$ cat src/rtl/sd_pkg.sv
// Shared definitions for the SD card SPI-mode initialisation controller.
// Holds the fixed 48-bit command frames (CRC included), the controller
// state and sub-phase enums, the err_code values and frame helpers.
package sd_pkg;

    localparam logic [47:0] CMD0   = 48'h400000000095;
    localparam logic [47:0] CMD8   = 48'h48000001AA87;
    localparam logic [47:0] CMD55  = 48'h770000000065;
    localparam logic [47:0] ACMD41 = 48'h694000000077;
    localparam logic [47:0] CMD58  = 48'h7A00000000FD;

    typedef enum logic [3:0] {
        ST_IDLE   = 4'd0,
        ST_DUMMY  = 4'd1,
        ST_CMD0   = 4'd2,
        ST_CMD8   = 4'd3,
        ST_CMD55  = 4'd4,
        ST_ACMD41 = 4'd5,
        ST_CMD58  = 4'd6,
        ST_DONE   = 4'd7,
        ST_FAIL   = 4'd8
    } sd_state_t;

    // Progress inside one command: frame out, R1 poll, trailing bytes, 8-clock gap.
    typedef enum logic [1:0] {
        PH_SEND  = 2'd0,
        PH_POLL  = 2'd1,
        PH_TRAIL = 2'd2,
        PH_GAP   = 2'd3
    } sd_phase_t;

    localparam logic [2:0] ERR_NONE    = 3'd0;
    localparam logic [2:0] ERR_CMD0    = 3'd1;
    localparam logic [2:0] ERR_CMD8    = 3'd2;
    localparam logic [2:0] ERR_ACMD41  = 3'd3;
    localparam logic [2:0] ERR_TIMEOUT = 3'd4;
    localparam logic [2:0] ERR_CMD58   = 3'd5;

    function automatic logic [47:0] cmd_frame(input sd_state_t st);
        case (st)
            ST_CMD0:   return CMD0;
            ST_CMD8:   return CMD8;
            ST_CMD55:  return CMD55;
            ST_ACMD41: return ACMD41;
            ST_CMD58:  return CMD58;
            default:   return {48{1'b1}};
        endcase
    endfunction

    // Byte idx (0 = first on the wire) of the frame for command state st.
    function automatic logic [7:0] frame_byte(input sd_state_t st, input logic [2:0] idx);
        logic [47:0] f;
        f = cmd_frame(st);
        case (idx)
            3'd0:    return f[47:40];
            3'd1:    return f[39:32];
            3'd2:    return f[31:24];
            3'd3:    return f[23:16];
            3'd4:    return f[15:8];
            3'd5:    return f[7:0];
            default: return 8'hFF;
        endcase
    endfunction

    function automatic logic is_cmd_state(input sd_state_t st);
        case (st)
            ST_CMD0, ST_CMD8, ST_CMD55, ST_ACMD41, ST_CMD58: return 1'b1;
            default:                                         return 1'b0;
        endcase
    endfunction

endpackage

$ cat src/rtl/sd_spi_byte.sv
// SPI mode-0 byte engine with clock divider.
// Ports: clk/rst (sync, active-high); start + tx_byte + bit_len launch a
// transfer of bit_len (1..8) bits, MSB first; done pulses one cycle after
// the last falling sclk edge with rx_byte holding the sampled bits;
// sclk idles low, mosi changes on falling sclk and idles high; miso is
// sampled on rising sclk.
module sd_spi_byte #(
    parameter int CLK_DIV = 4
) (
    input  logic       clk,
    input  logic       rst,
    input  logic       start,
    input  logic [7:0] tx_byte,
    input  logic [3:0] bit_len,
    input  logic       miso,
    output logic       done,
    output logic [7:0] rx_byte,
    output logic       sclk,
    output logic       mosi
);

    localparam logic [7:0] DIV_LAST = 8'(CLK_DIV - 1);

    logic       active_r;
    logic       sclk_r;
    logic       mosi_r;
    logic       done_r;
    logic [7:0] div_r;
    logic [3:0] bit_r;
    logic [3:0] len_r;
    logic [7:0] tx_r;
    logic [7:0] rx_r;

    // Divider, sclk toggling, shift-out on falling and shift-in on rising edges.
    always_ff @(posedge clk) begin
        if (rst) begin
            active_r <= 1'b0;
            sclk_r   <= 1'b0;
            mosi_r   <= 1'b1;
            done_r   <= 1'b0;
            div_r    <= 8'd0;
            bit_r    <= 4'd0;
            len_r    <= 4'd0;
            tx_r     <= 8'hFF;
            rx_r     <= 8'd0;
        end else begin
            done_r <= 1'b0;
            if (!active_r) begin
                if (start) begin
                    active_r <= 1'b1;
                    mosi_r   <= tx_byte[7];
                    tx_r     <= {tx_byte[6:0], 1'b1};
                    div_r    <= 8'd0;
                    bit_r    <= 4'd0;
                    len_r    <= bit_len;
                end
            end else if (div_r == DIV_LAST) begin
                div_r  <= 8'd0;
                sclk_r <= ~sclk_r;
                if (!sclk_r) begin
                    rx_r <= {rx_r[6:0], miso};
                end else if (bit_r == 4'(len_r - 4'd1)) begin
                    active_r <= 1'b0;
                    done_r   <= 1'b1;
                    mosi_r   <= 1'b1;
                end else begin
                    bit_r  <= bit_r + 4'd1;
                    mosi_r <= tx_r[7];
                    tx_r   <= {tx_r[6:0], 1'b1};
                end
            end else begin
                div_r <= div_r + 8'd1;
            end
        end
    end

    assign done    = done_r;
    assign rx_byte = rx_r;
    assign sclk    = sclk_r;
    assign mosi    = mosi_r;

endmodule

$ cat src/rtl/sd_spi_init_ctrl.sv
// SD card SPI-mode initialisation sequencer:
// dummy clocks, CMD0, CMD8, CMD55/ACMD41 loop, optional CMD58, DONE/FAIL.
// Ports: sd_ck clock, rst sync active-high reset, sd_init start request,
// sd_miso/sd_sclk/sd_mosi/sd_csn SPI pins, busy, sticky init_ok/init_fail,
// err_code failure cause, card_sdhc OCR CCS bit.
// Build option: define SD_CMD58_EN to read the OCR with CMD58 and latch
// card_sdhc; otherwise ACMD41 success goes straight to DONE, card_sdhc=0.
module sd_spi_init_ctrl
    import sd_pkg::*;
#(
    parameter int CLK_DIV      = 4,
    parameter int DUMMY_CLKS   = 80,
    parameter int RESP_TIMEOUT = 8,
    parameter int ACMD41_RETRY = 1000
) (
    input  logic       sd_ck,
    input  logic       rst,
    input  logic       sd_init,
    input  logic       sd_miso,
    output logic       sd_sclk,
    output logic       sd_mosi,
    output logic       sd_csn,
    output logic       busy,
    output logic       init_ok,
    output logic       init_fail,
    output logic [2:0] err_code,
    output logic       card_sdhc
);

`ifdef SD_CMD58_EN
    localparam sd_state_t AFTER_ACMD41 = ST_CMD58;
`else
    localparam sd_state_t AFTER_ACMD41 = ST_DONE;
`endif
    localparam logic [15:0] TIMEOUT_LAST = 16'(RESP_TIMEOUT - 1);

    sd_state_t   state_r, state_nx, nxt_r, nxt_nx;
    sd_phase_t   phase_r, phase_nx;
    logic [15:0] cnt_r, cnt_nx, dummy_r, dummy_nx, attempt_r, attempt_nx;
    logic [3:0]  volt_r, volt_nx;
    logic        xfer_r, xfer_nx, csn_r, csn_nx, busy_r, busy_nx;
    logic        ok_r, ok_nx, fail_r, fail_nx;
    logic [2:0]  err_r, err_nx;
`ifdef SD_CMD58_EN
    logic        sdhc_r, sdhc_nx;
`endif
    logic        start_s, done_s, sclk_s, mosi_s;
    logic [7:0]  tx_s, rx_s;
    logic [3:0]  len_s;

    sd_spi_byte #(.CLK_DIV(CLK_DIV)) u_byte (
        .clk     (sd_ck),
        .rst     (rst),
        .start   (start_s),
        .tx_byte (tx_s),
        .bit_len (len_s),
        .miso    (sd_miso),
        .done    (done_s),
        .rx_byte (rx_s),
        .sclk    (sclk_s),
        .mosi    (mosi_s)
    );

    // State and datapath registers.
    always_ff @(posedge sd_ck) begin
        if (rst) begin
            state_r   <= ST_IDLE;
            nxt_r     <= ST_IDLE;
            phase_r   <= PH_SEND;
            cnt_r     <= 16'd0;
            dummy_r   <= 16'd0;
            attempt_r <= 16'd0;
            volt_r    <= 4'd0;
            xfer_r    <= 1'b0;
            csn_r     <= 1'b1;
            busy_r    <= 1'b0;
            ok_r      <= 1'b0;
            fail_r    <= 1'b0;
            err_r     <= ERR_NONE;
`ifdef SD_CMD58_EN
            sdhc_r    <= 1'b0;
`endif
        end else begin
            state_r   <= state_nx;
            nxt_r     <= nxt_nx;
            phase_r   <= phase_nx;
            cnt_r     <= cnt_nx;
            dummy_r   <= dummy_nx;
            attempt_r <= attempt_nx;
            volt_r    <= volt_nx;
            xfer_r    <= xfer_nx;
            csn_r     <= csn_nx;
            busy_r    <= busy_nx;
            ok_r      <= ok_nx;
            fail_r    <= fail_nx;
            err_r     <= err_nx;
`ifdef SD_CMD58_EN
            sdhc_r    <= sdhc_nx;
`endif
        end
    end

    // Next-state logic: one byte in flight at a time, decisions taken on its completion.
    always_comb begin
        state_nx   = state_r;
        nxt_nx     = nxt_r;
        phase_nx   = phase_r;
        cnt_nx     = cnt_r;
        dummy_nx   = dummy_r;
        attempt_nx = attempt_r;
        volt_nx    = volt_r;
        xfer_nx    = xfer_r;
        err_nx     = err_r;
`ifdef SD_CMD58_EN
        sdhc_nx    = sdhc_r;
`endif
        start_s    = 1'b0;
        tx_s       = 8'hFF;
        // The last dummy "byte" may be short so the dummy clock count is exact.
        if (state_r == ST_DUMMY && dummy_r < 16'd8) begin
            len_s = dummy_r[3:0];
        end else begin
            len_s = 4'd8;
        end

        case (state_r)
            ST_IDLE: begin
                if (sd_init && !ok_r && !fail_r) begin
                    state_nx = ST_DUMMY;
                    dummy_nx = 16'(DUMMY_CLKS);
                end else begin
                    state_nx = ST_IDLE;
                end
            end
            ST_DONE, ST_FAIL: begin
                state_nx = state_r;
            end
            ST_DUMMY, ST_CMD0, ST_CMD8, ST_CMD55, ST_ACMD41, ST_CMD58: begin
                if (!xfer_r) begin
                    start_s = 1'b1;
                    xfer_nx = 1'b1;
                    if (phase_r == PH_SEND && state_r != ST_DUMMY) begin
                        tx_s = frame_byte(state_r, cnt_r[2:0]);
                    end else begin
                        tx_s = 8'hFF;
                    end
                end else if (done_s) begin
                    xfer_nx = 1'b0;
                    if (state_r == ST_DUMMY) begin
                        dummy_nx = dummy_r - {12'd0, len_s};
                        if (dummy_r <= {12'd0, len_s}) begin
                            state_nx = ST_CMD0;
                            phase_nx = PH_SEND;
                            cnt_nx   = 16'd0;
                        end else begin
                            state_nx = ST_DUMMY;
                        end
                    end else begin
                        case (phase_r)
                            PH_SEND: begin
                                if (cnt_r == 16'd5) begin
                                    phase_nx = PH_POLL;
                                    cnt_nx   = 16'd0;
                                end else begin
                                    cnt_nx = cnt_r + 16'd1;
                                end
                            end
                            PH_POLL: begin
                                if (!rx_s[7]) begin
                                    case (state_r)
                                        ST_CMD0: begin
                                            if (rx_s == 8'h01) begin
                                                phase_nx = PH_GAP;
                                                nxt_nx   = ST_CMD8;
                                            end else begin
                                                state_nx = ST_FAIL;
                                                err_nx   = ERR_CMD0;
                                            end
                                        end
                                        ST_CMD8: begin
                                            if (rx_s == 8'h01) begin
                                                phase_nx = PH_TRAIL;
                                                cnt_nx   = 16'd0;
                                            end else begin
                                                state_nx = ST_FAIL;
                                                err_nx   = ERR_CMD8;
                                            end
                                        end
                                        ST_CMD55: begin
                                            if (rx_s == 8'h01) begin
                                                phase_nx = PH_GAP;
                                                nxt_nx   = ST_ACMD41;
                                            end else begin
                                                state_nx = ST_FAIL;
                                                err_nx   = ERR_ACMD41;
                                            end
                                        end
                                        ST_ACMD41: begin
                                            if (rx_s == 8'h00) begin
                                                phase_nx = PH_GAP;
                                                nxt_nx   = AFTER_ACMD41;
                                            end else if (rx_s == 8'h01 && attempt_r < 16'(ACMD41_RETRY)) begin
                                                phase_nx = PH_GAP;
                                                nxt_nx   = ST_CMD55;
                                            end else begin
                                                state_nx = ST_FAIL;
                                                err_nx   = ERR_ACMD41;
                                            end
                                        end
                                        ST_CMD58: begin
                                            if (rx_s == 8'h00) begin
                                                phase_nx = PH_TRAIL;
                                                cnt_nx   = 16'd0;
                                            end else begin
                                                state_nx = ST_FAIL;
                                                err_nx   = ERR_CMD58;
                                            end
                                        end
                                        default: begin
                                            state_nx = ST_FAIL;
                                            err_nx   = ERR_TIMEOUT;
                                        end
                                    endcase
                                end else if (cnt_r == TIMEOUT_LAST) begin
                                    state_nx = ST_FAIL;
                                    err_nx   = ERR_TIMEOUT;
                                end else begin
                                    cnt_nx = cnt_r + 16'd1;
                                end
                            end
                            PH_TRAIL: begin
                                // CMD8 echo: byte 2 low nibble = voltage, byte 3 = check pattern.
                                if (cnt_r == 16'd2) begin
                                    volt_nx = rx_s[3:0];
                                end else begin
                                    volt_nx = volt_r;
                                end
`ifdef SD_CMD58_EN
                                // OCR bit 30 (CCS) is bit 6 of the first OCR byte.
                                if (state_r == ST_CMD58 && cnt_r == 16'd0) begin
                                    sdhc_nx = rx_s[6];
                                end else begin
                                    sdhc_nx = sdhc_r;
                                end
`endif
                                if (cnt_r == 16'd3) begin
                                    if (state_r == ST_CMD58) begin
                                        phase_nx = PH_GAP;
                                        nxt_nx   = ST_DONE;
                                    end else if (volt_r == 4'h1 && rx_s == 8'hAA) begin
                                        phase_nx = PH_GAP;
                                        nxt_nx   = ST_CMD55;
                                    end else begin
                                        state_nx = ST_FAIL;
                                        err_nx   = ERR_CMD8;
                                    end
                                end else begin
                                    cnt_nx = cnt_r + 16'd1;
                                end
                            end
                            PH_GAP: begin
                                state_nx = nxt_r;
                                phase_nx = PH_SEND;
                                cnt_nx   = 16'd0;
                                // Attempt counter saturates rather than wrapping.
                                if (nxt_r == ST_CMD55 && attempt_r != 16'hFFFF) begin
                                    attempt_nx = attempt_r + 16'd1;
                                end else begin
                                    attempt_nx = attempt_r;
                                end
                            end
                            default: begin
                                state_nx = ST_FAIL;
                                err_nx   = ERR_TIMEOUT;
                            end
                        endcase
                    end
                end else begin
                    xfer_nx = 1'b1;
                end
            end
            default: begin
                state_nx = ST_IDLE;
            end
        endcase

        csn_nx  = !(is_cmd_state(state_nx) && phase_nx != PH_GAP);
        busy_nx = !(state_nx == ST_IDLE || state_nx == ST_DONE || state_nx == ST_FAIL);
        ok_nx   = ok_r || (state_nx == ST_DONE);
        fail_nx = fail_r || (state_nx == ST_FAIL);
    end

    assign sd_sclk   = sclk_s;
    assign sd_mosi   = mosi_s;
    assign sd_csn    = csn_r;
    assign busy      = busy_r;
    assign init_ok   = ok_r;
    assign init_fail = fail_r;
    assign err_code  = err_r;
`ifdef SD_CMD58_EN
    assign card_sdhc = sdhc_r;
`else
    assign card_sdhc = 1'b0;
`endif

endmodule

$ cat config.mk
export PLATFORM = sky130hd
export DESIGN_NAME = sd_spi_init_ctrl
export DESIGN_NICKNAME = d
export VERILOG_FILES = /design/src/rtl/sd_pkg.sv /design/src/rtl/sd_spi_byte.sv /design/src/rtl/sd_spi_init_ctrl.sv
export SDC_FILE = /design/constraint.sdc
export NUM_CORES = 1
export LEC_CHECK = 0
export CAP_MARGIN = 30
export CORE_MARGIN = 4
export CORE_UTILIZATION = 45
export DETAILED_ROUTE_END_ITERATION = 8
export SLEW_MARGIN = 40
export SYNTH_ARGS = -nofsm -noshare
export SYNTH_HDL_FRONTEND = slang
export SYNTH_SLANG_ARGS = --single-unit
$ cat constraint.sdc
create_clock -name sd_ck -period 7.6 [get_ports sd_ck]
set_input_delay 1.52 -clock sd_ck [delete_from_list [all_inputs] [get_ports sd_ck]]
set_output_delay 1.52 -clock sd_ck [all_outputs]
set_load 0.005 [all_outputs]
## After elaboration in Yosys (flattened, before gate mapping)

Cells that the tools add are included.

- Register bits after elaboration: 106
- Input port bits: 4
- Output and inout bits: 10

- Add/subtract/negate cells: 6
- Order comparisons: 3
- Eq/ne operators: 65
- Multiplexer cells: 107
- Bitwise logic cells: 4
- Reductions and logical operators: 41

Operator list:

| kind | count |
|---|---|
| $pmux 48 s5 | 1 |
| $mux 16 | 12 |
| $mux 4 | 26 |
| $mux 8 | 11 |
| $pmux 16 s2 | 2 |
| $pmux 16 s4 | 1 |
| $pmux 4 s3 | 4 |
| $pmux 8 s6 | 1 |
| $eq 4x3->1 const B | 9 |
| $mux 3 | 11 |
| $add 16x1->16 const B | 2 |
| $eq 16x2->1 const B | 2 |
| $eq 16x3->1 const B | 2 |
| $mux 2 | 16 |
| $ne 4x3->1 const B | 6 |
| $ne 2x2->1 const B | 11 |
| $mux 1 | 17 |
| $eq 4x2->1 const B | 4 |
| $le 16x4->1 | 1 |
| $lt 16x10->1 const B | 1 |
| $lt 16x4->1 const B | 1 |
| $ne 16x16->1 const B | 1 |
| $pmux 2 s4 | 2 |
| $sub 16x4->16 | 1 |
| 44 further kinds | 81 |

## Logic depth before layout (Yosys ltp)

- Depth after elaboration: 16
- Depth in mapped cells: 15
- Mapped depth without buffers: 13

## Hierarchy

From an unflattened synthesis, not the netlist that was laid out.

- Cells, all modules: 772
- Area total of the unflattened synthesis: 6,175.9 um^2

By module, submodules not included:

| module | instances | cells each | area each (um^2) | sequential area each (um^2) |
|---|---|---|---|---|
| sd_spi_init_ctrl | 1 | 593 | 4,490.6 | 1,381.3 |
| sd_spi_byte | 1 | 179 | 1,685.4 | 700.7 |

## Worst setup path after synthesis

No wires, ideal clock.

- Path type: input-to-reg
- From: input port sd_init
- To: register dummy_r[14]
- Setup time: 0.124 ns
- Arrival time: 3.025 ns
- Required time: 7.476 ns
- Path slack: 4.451 ns
- Stages on the path: 8
- Path through: nor3b_1 nand4_1 o2bb2ai_1 o21ba_2 clkbuf_1 nand4b_1 xor2_1 nor2_1

- Cells in the longest elaborated chain, start to end: 4

Ends and longest elaborated chain:

| what | RTL line | text |
|---|---|---|
| start: declaration | sd_spi_init_ctrl.sv:18 | `input logic sd_init,` |
| $logic_and 1x1->1 (2 in a row) | sd_spi_init_ctrl.sv:128 | `if (sd_init && !ok_r && !fail_r) begin` |
| $ne 2x2->1 (no line) | -- |  |
| $reduce_and 5->1 (no line) | -- |  |
| end signal: assignment | sd_spi_init_ctrl.sv:88 | `dummy_r <= dummy_nx;` |
| end: declaration | sd_spi_init_ctrl.sv:39 | `logic [15:0] cnt_r, cnt_nx, dummy_r, dummy_nx, attempt_r, attempt_nx;` |

Every way passes these cells.
A chain may end at the register's enable or synchronous reset.

## Final worst setup path

- From: register state_r[0]
- To: register cnt_r[2]

- Cells in the longest elaborated chain, start to end: 6
- Elaborated cells on any way between the ends: 21
- Classes of those cells: 1 x order compare; 12 x eq/ne; 5 x mux; 3 x reduce/logical

Ends and longest elaborated chain:

| what | RTL line | text |
|---|---|---|
| start: declaration | sd_spi_init_ctrl.sv:37 | `sd_state_t state_r, state_nx, nxt_r, nxt_nx;` |
| start signal: assignment | sd_spi_init_ctrl.sv:84 | `state_r <= state_nx;` |
| $eq 4x1->1 | sd_spi_init_ctrl.sv:120, sd_spi_init_ctrl.sv:126, sd_spi_init_ctrl.sv:149 |  |
| $logic_and 1x1->1 | sd_spi_init_ctrl.sv:120 | `if (state_r == ST_DUMMY && dummy_r < 16'd8) begin` |
| $mux 4 | sd_spi_init_ctrl.sv:120 |  |
| $le 16x4->1 | sd_spi_init_ctrl.sv:151 | `if (dummy_r <= {12'd0, len_s}) begin` |
| $ne 2x1->1 (no line) | -- |  |
| $reduce_and 9->1 (no line) | -- |  |
| end signal: assignment | sd_spi_init_ctrl.sv:87 | `cnt_r <= cnt_nx;` |
| end: declaration | sd_spi_init_ctrl.sv:39 |  |

Several ways; a longest one is shown, not always the timed one.

==> metrics.md <==
| Metric | Value |
|---|---|
| Switch share | 0.232 |
| Max layer used | met4 |
| Most common cell after layout, fill and taps aside | nor2_1 |
| Vias | 5445 |
| Global-route wire length before repair | 25300 µm |
| Number of synthesized register bits | 104 |
| Syn_area_per_cell | 7.87 µm² |
| # DRC | 0 |
| Pwr dens | 178 nW/µm² |
| Peak supply drop | 0.121 mV |
| Final net count | 762 |
| # hold bufs at CTS | 0 |
| Critical Path Max Stage Delay | 610 ps |
| FP Rows | 41 |
| Worst slew margin | 0.503 |
| Final HPWL DP | 10800 µm |
| Worst r2r src | state_r[0] |
| Hold depth | 2 |
| Hold_sp | err_code[2] |
| Clk_lat worst skew | 350 ps |
| Worst path most repeated cell | nand2_1 |
| GRT Residual Overflow | 0 |
| Net Switching | 268 µW |
| Sequential fraction of the synthesis area | 0.350 |
| Die width | 123 µm |
| Final Skew | 6.53 ps |
| Setup Viol. Count Final | 0 |
| Clock Tree Buf Depth | 2 |
| Initial antenna violation count | 0 |
| MaxCap Viol Count | 0 |
| Final hold vios | 0 |
| R2R setup slack | 3870 ps |
| Reg clk slew, reported paths | 70 ps |
| Depth of the CTS H-tree | 3 |
| Antenna Cells | 0 |
| WP buf/inv | 1 |
| Cells after Synth | 756 |
| Yosys top cell by area | dfxtp_1 |
| End of the worst register-to-register path | cnt_r[2] |
| CTS resizes | 0 |
| WL/cell | 16.5 µm |
| Ratio of cells with drive above 1 in the final layout | 0.0601 |
| Die Y | 123 µm |
| Hold EP | err_code[2] |
| Critical Path Source Type | flip-flop |
| DRC marker count from the first detailed-route iteration | 500 |
| Min Tclk post-route | 3730 ps |
| Vias per inst | 5.91 |
| Number of global-route vias before repair | 5118 |
| All-layer global routing usage | 0.209 |
| LEAKAGE | 2.34 nW |
| Outcome | completed |
| FFs w/ async S/R, synth | 0 |
| CTS tree | done |
| Combinational power share | 0.078 |
| Gpl congestion | 0.980 |
| Fmax | 268 MHz |
| Total die area | 15100 µm² |
| Top post-synthesis cells by area | dfxtp_1, nor2_1, a21oi_1 |
| Post-CTS setup buffers | 0 |
| EDFF count, synth | 0 |
| Final wirelength | 15200 µm |
| Core Box Area | 12800 µm² |
| Synth Cell Area | 5950 µm² |
| Crit path max-delay family | simple AND/OR/NAND/NOR gates |
| Clock Sinks | 104 |
| Critical Path Fanout Max | 25 |
| Period utilisation layout | 0.491 |
| Num CTS Buffers | 9 |
| Routed wl met3 | 627 µm |
| Starting density of the core | 0.466 |
| HP Class | reg2reg |
| CP max-delay cell | dfxtp_2 |
| Final Max Slew Viols | 0 |
| Pin count of the biggest net entering global routing | 71 |
| Int Power | 883 µW |
| Sum Neg Setup Slack | 0 ps |
| Post-layout util | 0.507 |
| Detail Route Antenna Nets | 0 |
| Sequential share of power | 0.498 |
| Netlist cell types | 69 |
| Synth top area share | 0.350 |
| Worst Tran Pin Value | 740 ps |
| Clk root buf | clkbuf_16 |
| Worst setup EP type | flip-flop |
| Layout area overhead | 8.79% |
| WP data required | 7870 ps |
| Initial DRT Pass Iterations | 5 |
| DR WL met2 | 7140 µm |
| Commonest non-fill, non-tap cells in the layout | nor2_1, dfxtp_1, nand2_1 |
| FF-to-FF path depth | 13 |
| Num ports | 14 |
| # port buffers | 12 |
| Post-Syn Nets | 774 |
| RSZ-0062 raised after global routing | false |
| Yosys warns | 0 |
| Clk network pwr share | 0.424 |
| Critical Path AT | 4000 ps |
| Setup CP Type | reg2reg |
| Wl on met1 | 6950 µm |
| Top_reg_cell synth | dfxtp_1 |
| Worst-path cell chain | nor4b_2, and2_1, nand2b_1, nand2_1, ha_1, a211o_1, nand2_1, a31oi_1, a221oi_2, buf_4, nand2b_1, nand2_1, a211oi_1 |
[cells in the mapped netlist (14+ instances only)]
master and instances:
nor2_1 111, inv_1 14, nand4_1 15, dfxtp_1 104, nor3_1 37, ha_1 14, nand2_1 65, nand3_1 18
clkbuf_1 27, nor4_1 16, o21ai_0 36, xnor2_1 21, and3_1 16, xor2_1 30, a21oi_1 58
[metrics by stage]
step / instance area [µm²] / cells / total power, mW / setup slack [ps] / hold slack, ps
floorplan: 5950 / 756 / 0.652 / 4450 / 424
global placement: 6140 / 905 / 0.672 / 3810 / 445
detailed placement: 6150 / 905 / 0.674 / 3590 / 449
CTS: 6470 / 921 / 1.17 / 3570 / 466
global route: 6470 / 921 / 1.20 / 3420 / 494
finish: 6470 / 921 / 1.15 / 3870 / 466
[kinds of logic (layout without fill, tap and decap cells)]
group	count (synthesis)	count (layout)	synth area share
and+or+nand+nor	351	351	0.307
AOI/OAI and AO/OA	170	170	0.181
DFF	104	104	0.350
buffers and inverters	53	46	0.0379
xor gates and xnor gates	51	51	0.0751
adders and majority gates	14	14	0.0294
muxes	11	11	0.0185
other	2	2	0.00126
[routing by layer]
layer  track usage  up-vias
li1              -     2704
met5             0        -
met2         0.338      151
met4        0.0865        0
met1         0.273     2553
met3        0.0407       37
[flip-flops by register name, summed over array words and instances, names as in the netlist, 2 cells and up]
register and cells:
dummy_r 16, u_byte.len_r 4, attempt_r 16, state_r 4
cnt_r 16, u_byte.div_r 8, u_byte.bit_r 4, u_byte.rx_byte 8
phase_r 2, err_code 3, u_byte.tx_r 7, volt_r 4
nxt_r 3
[worst max-delay path by stage]
stage                     startpoint     endpoint  slack, ps  cells past startpoint
final                     state_r[0]     cnt_r[2]       3870                     13
after global routing      dummy_r[9]     cnt_r[2]       3420                     14
after global placement    state_r[0]     cnt_r[2]       3810                     13
after detailed placement  state_r[0]     cnt_r[2]       3590                     13
after CTS                 state_r[0]     cnt_r[2]       3570                     13
after floorplan              sd_init  dummy_r[14]       4450                      8
[worst min-delay path: stages (launching register included)]
cell     delay (ps)
dfxtp_1         320
nand2_1          50
a21oi_1          50
[cell type report]
cell class,instances,area (µm²)
Tap cell,172,215
Clock buffer,14,284
Sequential cell,104,2090
Timing Repair Buffer,16,145
Clock inverter,2,35.0
Fill cell,1266,6300
Inverter,14,52.6
Multi-Input combinational cell,599,3650
[power by group through the flow]
stage / registers, mW / clock network (mW) / logic, mW
2_1_floorplan: 0.578 / 0 / 0.0739
3_3_place_gp: 0.584 / 0 / 0.0882
3_5_place_dp: 0.585 / 0 / 0.0899
4_1_cts: 0.572 / 0.504 / 0.0905
5_1_grt: 0.574 / 0.527 / 0.102
6_report: 0.573 / 0.488 / 0.0903
No activity file was read; power rests on OpenSTA's default activity.
